==> config.mk <==
export PLATFORM = sky130hd
export DESIGN_NAME = pulse_measurer
export DESIGN_NICKNAME = d
export VERILOG_FILES = /design/src/rtl/pulse_measurer.sv
export SDC_FILE = /design/constraint.sdc
export NUM_CORES = 1
export LEC_CHECK = 0
export CORE_AREA = 5 5 60 62
export CTS_BUF_LIST = sky130_fd_sc_hd__clkbuf_4 sky130_fd_sc_hd__clkbuf_8 sky130_fd_sc_hd__clkbuf_16
export CTS_CLUSTER_DIAMETER = 50
export DETAILED_ROUTE_END_ITERATION = 6
export DIE_AREA = 0 0 65 67
export GPL_TIMING_DRIVEN = 0
export PLACE_DENSITY = 0.76
export SLEW_MARGIN = 20
export SYNTH_ARGS = -nofsm -noshare
export SYNTH_HDL_FRONTEND = slang
export SYNTH_SLANG_ARGS = --single-unit
==> constraint.sdc <==
create_clock -name in_clock -period 2.3 [get_ports in_clock]
set_input_delay 0.23 -clock in_clock [delete_from_list [all_inputs] [get_ports in_clock]]
set_output_delay 0.23 -clock in_clock [all_outputs]
set_load 0.02 [all_outputs]
==> src/rtl/pulse_measurer.sv <==
// Pulse width measurer: times high pulses on in_signal and presents the
// width through a single-entry valid/ready holding register.
module pulse_measurer (
    input  logic       in_clock,
    input  logic       in_reset,
    input  logic       in_set,
    input  logic [7:0] in_value,
    output logic       out_ack,
    input  logic       in_signal,
    output logic [7:0] out_width,
    output logic       out_overflow,
    output logic       out_valid,
    input  logic       in_ready,
    output logic       out_dropped
);

    typedef enum logic [1:0] {
        WAIT_LOW,
        IDLE,
        MEASURE
    } state_t;

    state_t     state;
    state_t     state_next;
    logic [7:0] count;
    logic [7:0] count_next;
    logic       ovf;
    logic       ovf_next;
    logic       done;
    logic [7:0] min_width;
    logic       accept;
    logic       load;
    logic       drop;

    always_ff @(posedge in_clock) begin
        if (in_reset) begin
            state <= WAIT_LOW;
            count <= 8'd0;
            ovf   <= 1'b0;
        end else begin
            state <= state_next;
            count <= count_next;
            ovf   <= ovf_next;
        end
    end

    always_comb begin
        state_next = state;
        count_next = count;
        ovf_next   = ovf;
        done       = 1'b0;
        unique case (state)
            WAIT_LOW: begin
                if (!in_signal) begin
                    state_next = IDLE;
                end
            end
            IDLE: begin
                if (in_signal) begin
                    state_next = MEASURE;
                    count_next = 8'd1;
                    ovf_next   = 1'b0;
                end
            end
            MEASURE: begin
                if (in_signal) begin
                    // Saturate; any further high sample marks overflow.
                    if (count == 8'hFF) begin
                        ovf_next = 1'b1;
                    end else begin
                        count_next = count + 8'd1;
                    end
                end else begin
                    state_next = IDLE;
                    done       = 1'b1;
                end
            end
            default: begin
                state_next = WAIT_LOW;
            end
        endcase
    end

    // min_width is the pre-update value here, so a coincident in_set
    // only affects later pulses.
    assign accept = done && (ovf || (count >= min_width));
    assign load   = accept && (!out_valid || in_ready);
    assign drop   = accept && out_valid && !in_ready;

    always_ff @(posedge in_clock) begin
        if (in_reset) begin
            min_width <= 8'd1;
            out_ack   <= 1'b0;
        end else begin
            out_ack <= in_set;
            if (in_set) begin
                min_width <= (in_value == 8'd0) ? 8'd1 : in_value;
            end
        end
    end

    always_ff @(posedge in_clock) begin
        if (in_reset) begin
            out_width    <= 8'd0;
            out_overflow <= 1'b0;
            out_valid    <= 1'b0;
            out_dropped  <= 1'b0;
        end else begin
            out_dropped <= drop;
            if (load) begin
                out_width    <= count;
                out_overflow <= ovf;
                out_valid    <= 1'b1;
            end else if (in_ready) begin
                out_valid <= 1'b0;
            end
        end
    end

endmodule

## Yosys cells after proc, flatten, opt, wreduce, memory -nomap -nowiden

Cells that the tools add are included.

- Magnitude comparators: 1
- Mux-type cells: 16
- Reduce and logical (&&, ||, !) cells: 16
- Add/subtract/negate cells: 1
- Equality and inequality tests: 8

Operators with widths:

| kind | count |
|---|---|
| $mux W8 | 4 |
| $pmux W8 S2 | 1 |
| $ne A2 B2 Y1 const B | 5 |
| $add A8 B1 Y8 const B | 1 |
| $eq A8 B8 Y1 const B | 1 |
| $ge A8 B8 Y1 | 1 |
| $logic_not A8 Y1 | 1 |
| $reduce_and A4 Y1 | 2 |
| $mux W1 | 7 |
| $logic_and A1 B1 Y1 | 4 |
| $mux W2 | 2 |
| $pmux W2 S2 | 1 |
| $reduce_bool A2 Y1 | 2 |
| $eq A2 B1 Y1 const B | 1 |
| $eq A2 B2 Y1 const B | 1 |
| $logic_not A1 Y1 | 2 |
| $logic_not A2 Y1 | 1 |
| $logic_or A1 B1 Y1 | 2 |
| $pmux W1 S2 | 1 |
| $reduce_and A2 Y1 | 1 |
| $reduce_or A2 Y1 | 1 |

- Flip-flop bits (word level): 31
- Input bits: 13
- Logic and storage cells: 51
- Output and inout bits: 12

## Depth between registers and ports, before layout

Gate-level depths: netlist of the first run.

- Depth in word-level cells: 5
- Depth in mapped cells: 8
- Gate-level depth less buffers: 7

## Worst setup path after synthesis of the first run

No wires, ideal clock.

- Path kind: reg2reg
- Start point: register count[0]
- End point: register out_overflow
- Library setup time: 119 ps
- Stages on the path, launching flop included: 9
- Path buffers: 1
- Slack: 480 ps
- Data required time: 2,181 ps
- Arrival time: 1,701 ps
- Clock period less this slack: 1,820 ps
- Cell sequence: dfxtp_1 inv_1 ha_1 or3b_1 o2111ai_1 a31oi_1 o211a_1 buf_6 mux2i_1

- Cells in the longest elaborated chain, start to end: 4

Ends and longest elaborated chain:

| item | line | text |
|---|---|---|
| start: declaration | 25 | `logic [7:0] count;` |
| start signal: assignment | 42 | `count <= count_next;` |
| $ge A8 B8 Y1 | 86 | `assign accept = done && (ovf \|\| (count >= min_width));` |
| $logic_or A1 B1 Y1 | 86 |  |
| $logic_and A1 B1 Y1 | 86 |  |
| $logic_and A1 B1 Y1 | 87 | `assign load = accept && (!out_valid \|\| in_ready);` |
| end signal: assignment | 112 | `out_overflow <= ovf;` |
| end: declaration | 11 | `output logic out_overflow,` |

Every way passes these cells.
A chain may end at the register's enable or synchronous reset.

## Worst setup path in the final report of the first run

- Start point: register count[0]
- End point: register out_width[0]

- Cells in the longest elaborated chain, start to end: 4

Ends and longest elaborated chain:

| item | line | text |
|---|---|---|
| $ge A8 B8 Y1 | 86 |  |
| $logic_or A1 B1 Y1 | 86 |  |
| $logic_and A1 B1 Y1 | 86 |  |
| $logic_and A1 B1 Y1 | 87 |  |
| end signal: assignment | 111 | `out_width <= count;` |
| end: declaration | 10 | `output logic [7:0] out_width,` |

Several ways; a longest one is shown, not always the timed one.

==> impl_metrics.csv, run 1 <==
group,metric,value,unit
detailed_routing,first_pass_iters,4,
clocking,clk_pin_slew,0.09,ns
place,place_congestion,0.7759,
clocking,clk_path_buf_depth,2,
setup_path,end_kind,"register",
detailed_routing,wl,2.913,mm
timing,setup_slack,0.2922,ns
setup_path,r2r_cells,8,
power,clkPwrFrac,32.9,%
yosys,ys_seq_area_share,41.89,%
clocking,post_cts_buffers,0,
timing,fmax,498.1,MHz
yosys,syn_inst,162,
timing,rsz0062_at_grt,"false",
timing,skew,0.005747,ns
power,power.density,535.3,nW/um^2
final_layout,area_growth,22.13,%
floorplanning,die_y,67,microns
yosys,synth-edff-count,0,
timing,hold_violations,0,
setup_path,slowest_delay,0.43,ns
final_layout,fin_util,60.76,%
final_layout,drive_gt1_share,5.208,%
timing,hold-worst-slack,0.4358,ns
detailed_routing,antenna_left,0,
timing,finalSetupTns,0,ns
setup_path,path_buf_inv,2,
global_route,grt_pass1_wl,5.133,mm
timing,final_max_slew_viol_count,0,
yosys,async_flop_share,0,%
power,power.share.sequential,57.5,%
floorplanning,ioPinCount,25,
worst_hold_path,hp-class,"in2reg",
timing,fin_crit_sh,87.29,%
power,p_total,968.5,uW
place,port-buffer-count,23,
clocking,cts_made_buffers,5,
clocking,cts-root-buf,"clkbuf_4",
yosys,yosysWarnings,0,
yosys,ys.flop_type,"dfxtp_1",
setup_path,crit_cells,8,
setup_path,start_kind,"register",
floorplanning,core_area,2978,sq um
detailed_routing,drc,0,
yosys,synth_cell_types,31,
setup_path,cp.required,2.53,ns
timing,fin_crit,2.008,ns
worst_hold_path,min_path_cells,2,
power,cell_internal_pwr,738.4,uW
detailed_routing,vias,1203,
yosys,synth.net_count,184,
global_route,grt_pass1_vias,1219,
place,dp_slack,0.2917,ns
run_status,status,"finished, final reports clean",
clocking,cts_resized,0,
clocking,clock_latency,0.33,ns
yosys,post_synth.cell_area_avg,9.145,sq um
final_layout,fin_nets,214,
global_route,grt-ovfl-total,0,
setup_path,slowest_stage,"dfxtp_1",
yosys,synth_area_leader_cell,"dfxtp_1",
timing,finalSetupViolCount,0,
setup_path,worstPathArrival,2.24,ns
setup_path,crit_fanout,9,
clocking,ctsHtreeMaxLevel,2,
place,place_hpwl,2.301,mm
yosys,synth_top_area_share,41.89,%
power,p_leak,0.6824,nW
global_route,grt_max_degree,11,
yosys,ys_top_cells_by_area,"dfxtp_1 (42%), mux2i_1 (11%), nand2b_1 (8.4%)",
setup_path,path_class,"reg2reg",
floorplanning,start_util,49.75,%
global_route,antenna_found_initial,0,
final_layout,antenna_cells,0,
setup_path,crit_chain,"inv_1, ha_1, or3b_1, o2111ai_1, a31oi_1, o211a_1, buf_6, mux2i_1",
setup_path,crit_family,"compound AO/OA/AOI/OAI gates",
clocking,cts_sinks,31,
floorplanning,dieArea,4355,sq um
clocking,cts_tree,"yes",
floorplanning,die_x,65,microns
power,swShare,23.76,%
floorplanning,rows,20,
power,switchingPower,230.1,uW
timing,slew-limit-headroom,59.12,%
clocking,postCtsHoldBufs,0,
power,comb_power_share,9.6,%
global_route,grt_use_total,15.59,%
power,irDropWorstVdd,0.0003849,V
detailed_routing,vias_per_cell,5.347,
yosys,ys_seq_elements,31,
timing,worst_pin_slew,0.6132,ns
detailed_routing,wl_per_cell,12.95,microns
detailed_routing,drtIter0Drc,20,
yosys,mappedNetlistArea,1481,sq um
job,cap_violations,0,
through the flow:
step / instances / instance area, sq um
2_1_floorplan: 162 / 1481
3_3_place_gp: 218 / 1753
3_5_place_dp: 218 / 1753
4_1_cts: 225 / 1809
5_1_grt: 225 / 1809
6_report: 225 / 1809
logic make-up (layout without fill, tap and decap cells):
group | count (synthesis) | after routing | share of synthesized area [%]
simple gates | 62 | 62 | 21.88
flops | 31 | 31 | 41.89
xor+xnor | 5 | 5 | 2.956
fa+ha+maj | 9 | 9 | 7.601
compound gates | 24 | 24 | 10.56
mux | 16 | 16 | 10.81
buf+inv | 15 | 45 | 4.307
power groups by stage:
stage | clock network (mW) | registers (mW) | logic (mW)
global route | 0.352 | 0.559 | 0.103
detailed placement | 0 | 0.569 | 0.0930
floorplan | 0 | 0.568 | 0.0542
CTS | 0.327 | 0.557 | 0.0935
finish | 0.319 | 0.557 | 0.0930
global placement | 0 | 0.569 | 0.0883
Yosys cell counts, drive strengths merged, types with 2 or more instances:
cell    count
xnor2       5
nand2b     20
nor2b       2
o211ai      2
nor2       15
ha          9
clkbuf      4
inv        10
nor3        4
nand2       8
a21oi      10
dfxtp      31
o21ai       3
nand3       4
a211oi      3
mux2i      16
nor4        3
final cells by class:
cell class                      count  area [sq um]
Inverter                           10         37.54
Clock inverter                      1         5.005
Multi-Input combinational cell    116         797.0
Timing Repair Buffer               23         230.2
Sequential cell                    31         620.6
Clock buffer                        6         51.30
Buffer                              5         26.28
Fill cell                         283          1169
Tap cell                           33         41.29
sequential cells by signal, summed over array words and instances, names as in the netlist:
register and flops:
out_dropped 1, out_width 8, out_overflow 1, state 2, out_valid 1, min_width 8
out_ack 1, ovf 1, count 8
path summary, 6_finish.rpt:
check | from | slack [ns] | endpoint
max | count[0]$_SDFFE_PP0P_ | 0.29 | out_width[0]$_SDFFE_PP0P_
min | in_set | 0.44 | out_ack$_SDFF_PP0_
max reg2reg | count[0]$_SDFFE_PP0P_ | 0.29 | out_width[0]$_SDFFE_PP0P_
min reg2reg | out_width[6]$_SDFFE_PP0P_ | 0.48 | out_width[6]$_SDFFE_PP0P_
per-layer routing:
layer	wire, microns	global-route usage [%]	vias up
li1	-	-	619
met1	1281	15.88	554
met2	1433	27.08	24
met3	141	4.553	6
met4	56	11.35	0
met5	0	0	-
cells in the final DEF (no fill, tap or decap), drive strengths merged, types with 2 or more instances in the layout:
cell type | netlist | routed
clkbuf | 4 | 10
nor3 | 4 | 4
nand3 | 4 | 4
nand2 | 8 | 8
nor4 | 3 | 3
o211ai | 2 | 2
clkdlybuf4s50 | 0 | 23
nor2 | 15 | 15
a21oi | 10 | 10
a211oi | 3 | 3
xnor2 | 5 | 5
dfxtp | 31 | 31
nand2b | 20 | 20
nor2b | 2 | 2
ha | 9 | 9
o21ai | 3 | 3
mux2i | 16 | 16
inv | 10 | 10
worst reg2reg max path: stages (launching register included):
cell,delay (ns)
dfxtp_1,0.43
inv_1,0.07
ha_1,0.28
or3b_1,0.35
o2111ai_1,0.12
a31oi_1,0.14
o211a_1,0.25
buf_6,0.15
mux2i_1,0.12
(Power assumes the default switching activity.)
==> inputs of run 2 (changes only) <==
--- a/config.mk
+++ b/config.mk
@@ -5,13 +5,15 @@
 export SDC_FILE = /design/constraint.sdc
 export NUM_CORES = 1
 export LEC_CHECK = 0
-export CORE_AREA = 5 5 60 62
+export CAP_MARGIN = 20
+export CORE_AREA = 5 5 56 58
 export CTS_BUF_LIST = sky130_fd_sc_hd__clkbuf_4 sky130_fd_sc_hd__clkbuf_8 sky130_fd_sc_hd__clkbuf_16
 export CTS_CLUSTER_DIAMETER = 50
 export DETAILED_ROUTE_END_ITERATION = 6
-export DIE_AREA = 0 0 65 67
+export DIE_AREA = 0 0 61 63
+export DONT_BUFFER_PORTS = 1
 export GPL_TIMING_DRIVEN = 0
-export PLACE_DENSITY = 0.76
+export PLACE_DENSITY = 0.74
 export SLEW_MARGIN = 20
 export SYNTH_ARGS = -nofsm -noshare
 export SYNTH_HDL_FRONTEND = slang
==> run 2 against run 1 <==
  * Clock power is 15% higher
  * Clock skew is 0.0032 ns higher
  * Die area is 12% lower
  * Non-clock buffer count is 22 lower
  * Critical path type unchanged
  * Setup slack worse by 0.020 ns
==> impl_metrics.csv, run 2 (synthesized netlist as in run 1, its figures left out) <==
group,metric,value,unit
global_route,grt_max_degree,11,
power,power.density,618.9,nW/um^2
clocking,cts_sinks,31,
detailed_routing,drtIter0Drc,22,
worst_hold_path,hp-class,"in2reg",
setup_path,r2r_cells,8,
detailed_routing,drt-met1-wl,1.216,mm
detailed_routing,first_pass_iters,3,
timing,finalSetupViolCount,0,
final_layout,antenna_cells,0,
detailed_routing,vias_per_cell,5.480,
final_layout,fillers,237,
timing,hold_violations,0,
timing,fin_crit_sh,88.15,%
floorplanning,dieArea,3843,sq um
final_layout,layout_common_cells,"dfxtp_1 (31), nand2b_1 (20), mux2i_1 (16)",
setup_path,crit_chain,"inv_1, ha_1, or3b_1, o2111ai_1, a31oi_1, o211a_1, buf_6, mux2i_1",
setup_path,reg2reg_slack,0.27,ns
timing,slew-limit-headroom,62.03,%
setup_path,cp.required,2.51,ns
final_layout,fin_util,61.29,%
place,port-buffer-count,0,
clocking,cts_resized,0,
setup_path,slowest_delay,0.43,ns
clocking,post_cts_buffers,0,
run_status,status,"finished, final reports clean",
setup_path,crit_fanout,9,
detailed_routing,top_layer,"met4",
worst_hold_path,min_from,"in_value[2]",
setup_path,worstPathArrival,2.24,ns
detailed_routing,drc,0,
floorplanning,core_area,2615,sq um
power,p_total,992.0,uW
timing,skew,0.008960,ns
timing,finalSetupTns,0,ns
worst_hold_path,holdPathEnd,"min_width[2]$_SDFFE_PP0P_",
setup_path,start_kind,"register",
timing,fmax,493.2,MHz
power,p_leak,0.6105,nW
power,irDropWorstVdd,0.0004971,V
detailed_routing,antenna_left,0,
floorplanning,ioPinCount,25,
global_route,antenna_found_initial,0,
setup_path,crit_family,"compound AO/OA/AOI/OAI gates",
timing,fin_crit,2.028,ns
clocking,clk_path_buf_depth,2,
floorplanning,start_util,56.65,%
clocking,postCtsHoldBufs,1,
job,cap_violations,0,
place,place_congestion,0.8542,
setup_path,end_kind,"register",
worst_hold_path,min_path_cells,2,
setup_path,reg2reg_to,"out_overflow$_SDFFE_PP0P_",
final_layout,top_regs,"count: 8 flops, min_width: 8 flops, out_width: 8 flops",
final_layout,area_growth,8.193,%
final_layout,fin_nets,192,
setup_path,slowest_stage,"dfxtp_1",
timing,worst_pin_slew,0.5695,ns
clocking,clk_pin_slew,0.09,ns
detailed_routing,wl_met2,1.233,mm
clocking,cts_tree,"yes",
clocking,cts-root-buf,"clkbuf_4",
global_route,grt-ovfl-total,0,
timing,rsz0062_at_grt,"false",
place,place_hpwl,2.076,mm
setup_path,path_buf_inv,2,
final_layout,drive_gt1_share,6.433,%
setup_path,startpoint,"count[0]$_SDFFE_PP0P_",
final_layout,final_common_cell,"dfxtp_1",
detailed_routing,vias,1107,
setup_path,path_class,"reg2reg",
detailed_routing,wl_met3,185,microns
global_route,grt_pass1_vias,1093,
clocking,clock_latency,0.33,ns
floorplanning,rows,19,
setup_path,timing.rr.start,"count[0]$_SDFFE_PP0P_",
floorplanning,die_x,61,microns
timing,final_max_slew_viol_count,0,
detailed_routing,wl_per_cell,13.28,microns
clocking,cts_made_buffers,5,
floorplanning,die_y,63,microns
detailed_routing,wl,2.682,mm
global_route,grt_use_total,15.89,%
clocking,ctsHtreeMaxLevel,2,
global_route,grt_pass1_wl,4.636,mm
run 2: cell count changes in the layout (fill, tap and decap cells not counted), sizes merged:
cell,previous run,this run
clkbuf,10,12
clkdlybuf4s50,23,0
clkinv,1,0
dlygate4sd3,0,1
run 2: worst register-to-register path, cell delays in order (launching register included):
cell,delay [ns]
dfxtp_1,0.43
inv_1,0.07
ha_1,0.28
or3b_1,0.35
o2111ai_1,0.12
a31oi_1,0.13
o211a_1,0.24
buf_6,0.16
mux2i_1,0.12
run 2: where the power goes:
group	switching [mW]	leakage [nW]	internal (mW)	total, mW
registers	0.00961	0.252	0.548	0.558
clock network	0.176	0.0420	0.192	0.368
logic	0.0341	0.317	0.0321	0.0662
total	0.220	0.611	0.772	0.992
run 2: how the worst max path moves through the flow:
stage,endpoint,slack [ns],depth (start not counted)
detailed placement,out_width[3]$_SDFFE_PP0P_,0.29,8
global placement,out_width[0]$_SDFFE_PP0P_,0.33,8
global route,out_overflow$_SDFFE_PP0P_,0.15,8
CTS,out_overflow$_SDFFE_PP0P_,0.26,8
finish,out_overflow$_SDFFE_PP0P_,0.27,8
floorplan,out_overflow$_SDFFE_PP0P_,0.48,8
run 2: area by class of cell:
class	instances	area, sq um	share of cell area (%)
multi-input combinational	116	797.0	49.73
sequential	31	620.6	38.72
clock buffer	8	72.57	4.528
tap	31	38.79	2.420
inverter	10	37.54	2.342
buffer	5	26.28	1.639
timing repair buffer	1	10.01	0.6245
run 2: metrics by stage:
stage          area, sq um  setup slack [ns]  std cells  hold WS, ns
2_1_floorplan         1481            0.4797        162       0.3085
3_3_place_gp          1520            0.3341        193       0.3108
3_5_place_dp          1520            0.2932        193       0.3147
4_1_cts               1603            0.2599        202      0.03438
5_1_grt               1603            0.1458        202      0.03632
6_report              1603            0.2725        202      0.05305
run 2: per-layer routing:
metal	vias up	track usage (%)
li1	568	-
met5	-	0
met2	25	24.73
met4	0	6.504
met1	508	18.59
met3	6	7.025
==> inputs of run 3 (changes only) <==
--- a/config.mk
+++ b/config.mk
@@ -12,7 +12,6 @@
 export DETAILED_ROUTE_END_ITERATION = 6
 export DIE_AREA = 0 0 61 63
 export DONT_BUFFER_PORTS = 1
-export GPL_TIMING_DRIVEN = 0
 export PLACE_DENSITY = 0.74
 export SLEW_MARGIN = 20
 export SYNTH_ARGS = -nofsm -noshare
==> constraint.sdc (replaced) <==
create_clock -name in_clock -period 2.3 [get_ports in_clock]
set_input_delay 0.69 -clock in_clock [delete_from_list [all_inputs] [get_ports in_clock]]
set_output_delay 0.69 -clock in_clock [all_outputs]
set_load 0.02 [all_outputs]
==> run 3 against run 2 <==
  * Global-route usage shrank 0.88 points
  * First-iteration DRC count rose by 14%
  * Setup slack worse by 0.053 ns
  * Fmax fell by 2.5%
  * Design area fell by 2.3%
  * Combinational power down 20%
  * Clock power decreased by 1%
  * Total power decreased by 1.8%
  * Worst hold slack gained 0.37 ns
  * Clock skew fell by 0.0059 ns
  * Critical path type unchanged
  * Largest power group unchanged
  * Highest routed layer unchanged
==> impl_metrics.csv, run 3 (synthesized netlist as in run 1, its figures left out) <==
group,metric,value,unit
place,place_congestion,0.8441,
floorplanning,core_area,2615,sq um
final_layout,layout_common_cells,"dfxtp_1 (31), nand2b_1 (20), mux2i_1 (16)",
detailed_routing,first_pass_iters,4,
clocking,clock_latency,0.32,ns
clocking,cts_resized,0,
timing,setup_slack,0.2198,ns
detailed_routing,vias,1050,
global_route,grt_pass1_wl,4.298,mm
clocking,post_cts_buffers,0,
global_route,grt_max_degree,36,
place,place_hpwl,1.904,mm
setup_path,crit_family,"compound AO/OA/AOI/OAI gates",
setup_path,start_kind,"register",
power,p_leak,0.5955,nW
job,cap_violations,0,
setup_path,end_kind,"register",
floorplanning,dieArea,3843,sq um
clocking,postCtsHoldBufs,0,
timing,final_max_slew_viol_count,0,
timing,finalSetupViolCount,0,
floorplanning,die_x,61,microns
final_layout,antenna_cells,0,
clocking,cts_made_buffers,5,
worst_hold_path,hp-class,"in2reg",
setup_path,slowest_stage,"dfxtp_1",
timing,fmax,480.7,MHz
setup_path,crit_fanout,9,
run_status,status,"finished, final reports clean",
final_layout,drive_gt1_share,6.061,%
timing,worst_pin_slew,0.4751,ns
clocking,ctsHtreeMaxLevel,2,
global_route,antenna_found_initial,0,
detailed_routing,wl,2.538,mm
floorplanning,start_util,56.65,%
global_route,grtUsageMet3,7.851,%
final_layout,area_growth,5.743,%
timing,finalSetupTns,0,ns
detailed_routing,wl_per_cell,12.95,microns
final_layout,regArea,620.6,sq um
setup_path,crit_chain,"inv_1, ha_1, or3b_1, o2111ai_1, a31oi_1, o211a_1, mux2i_1",
clocking,cts_tree,"yes",
floorplanning,die_y,63,microns
timing,rsz0062_at_grt,"false",
timing,slew-limit-headroom,68.33,%
setup_path,path_class,"reg2reg",
clocking,clk_pin_slew,0.09,ns
clocking,cts_sinks,31,
timing,fin_crit,2.080,ns
place,port-buffer-count,0,
place,placed_cell_area,1494,sq um
global_route,grt.met1_usage,16.65,%
detailed_routing,drc,0,
detailed_routing,drtIter0Drc,25,
timing,hold_violations,0,
timing,fin_crit_sh,90.44,%
final_layout,fillers,241,
setup_path,worstPathArrival,2.28,ns
detailed_routing,antenna_left,0,
final_layout,final_cell_area,1567,sq um
setup_path,cp.required,2.50,ns
timing,skew,0.003036,ns
floorplanning,ioPinCount,25,
global_route,grt_pass1_vias,994,
setup_path,path_buf_inv,1,
final_layout,fin_nets,186,
floorplanning,rows,19,
global_route,top_usage_layer,"met2",
global_route,grt-ovfl-total,0,
clocking,cts-root-buf,"clkbuf_4",
global_route,grt_util_met2,23.40,%
final_layout,multiInputGateArea,797.0,sq um
power,power.density,621.9,nW/um^2
global_route,grt_use_total,15.02,%
place,dp_slack,0.2161,ns
power,irDropWorstVdd,0.0006330,V
clocking,clk_path_buf_depth,2,
final_layout,final_common_cell,"dfxtp_1",
final_layout,top_regs,"count: 8 flops, min_width: 8 flops, out_width: 8 flops",
detailed_routing,vias_per_cell,5.357,
setup_path,slowest_delay,0.42,ns
run 3: cell types whose count changed in the layout (fill, tap and decap cells not counted), sizes merged:
cell and change:
buf -1, clkbuf -4, dlygate4sd3 -1
run 3: per-layer routing:
| metal | up-vias | share of wire, % |
|---|---|---|
| li1 | 559 | - |
| met5 | - | 0 |
| met1 | 460 | 44 |
| met2 | 25 | 46 |
| met4 | 0 | 1.9 |
| met3 | 6 | 7.7 |
run 3: per-stage QoR:
stage | std cells | utilization [%] | hold slack, ns | power, mW
2_1_floorplan | 162 | - | 0.4433 | 0.6223
3_3_place_gp | 188 | 57.13 | 0.4509 | 0.6209
3_5_place_dp | 188 | 57.13 | 0.4769 | 0.6238
4_1_cts | 196 | 59.90 | 0.4048 | 0.9904
5_1_grt | 196 | 59.90 | 0.3883 | 1.027
6_report | 196 | 59.90 | 0.4278 | 0.9742
run 3: worst paths after layout:
kind | startpoint | end | slack, ns | cells past startpoint
worst max-delay path | count[0]$_SDFFE_PP0P_ | out_width[3]$_SDFFE_PP0P_ | 0.22 | 7
worst min-delay path | in_signal | state[0]$_SDFFE_PP0P_ | 0.43 | 1
worst max register to register | count[0]$_SDFFE_PP0P_ | out_width[3]$_SDFFE_PP0P_ | 0.22 | 7
worst min register to register | state[1]$_SDFFE_PP0P_ | state[0]$_SDFFE_PP0P_ | 0.48 | 1
run 3: final cells by class:
cell class	instances	share of cell area, %
Multi-Input combinational cell	116	50.88
Sequential cell	31	39.62
Clock buffer	8	4.633
Tap cell	31	2.476
Inverter	10	2.396
run 3: worst register-to-register path, cell delays in order (launching register included):
cell and delay [ns]:
dfxtp_1 0.42, inv_1 0.07, ha_1 0.28, or3b_1 0.34, o2111ai_1 0.11, a31oi_1 0.13, o211a_1 0.42, mux2i_1 0.19
run 3: power by group:
| part | leakage (nW) | switching, mW | total (mW) | internal [mW] |
|---|---|---|---|---|
| clock | 0.0420 | 0.172 | 0.364 | 0.191 |
| combinational | 0.301 | 0.0232 | 0.0529 | 0.0297 |
| sequential | 0.252 | 0.00918 | 0.558 | 0.548 |
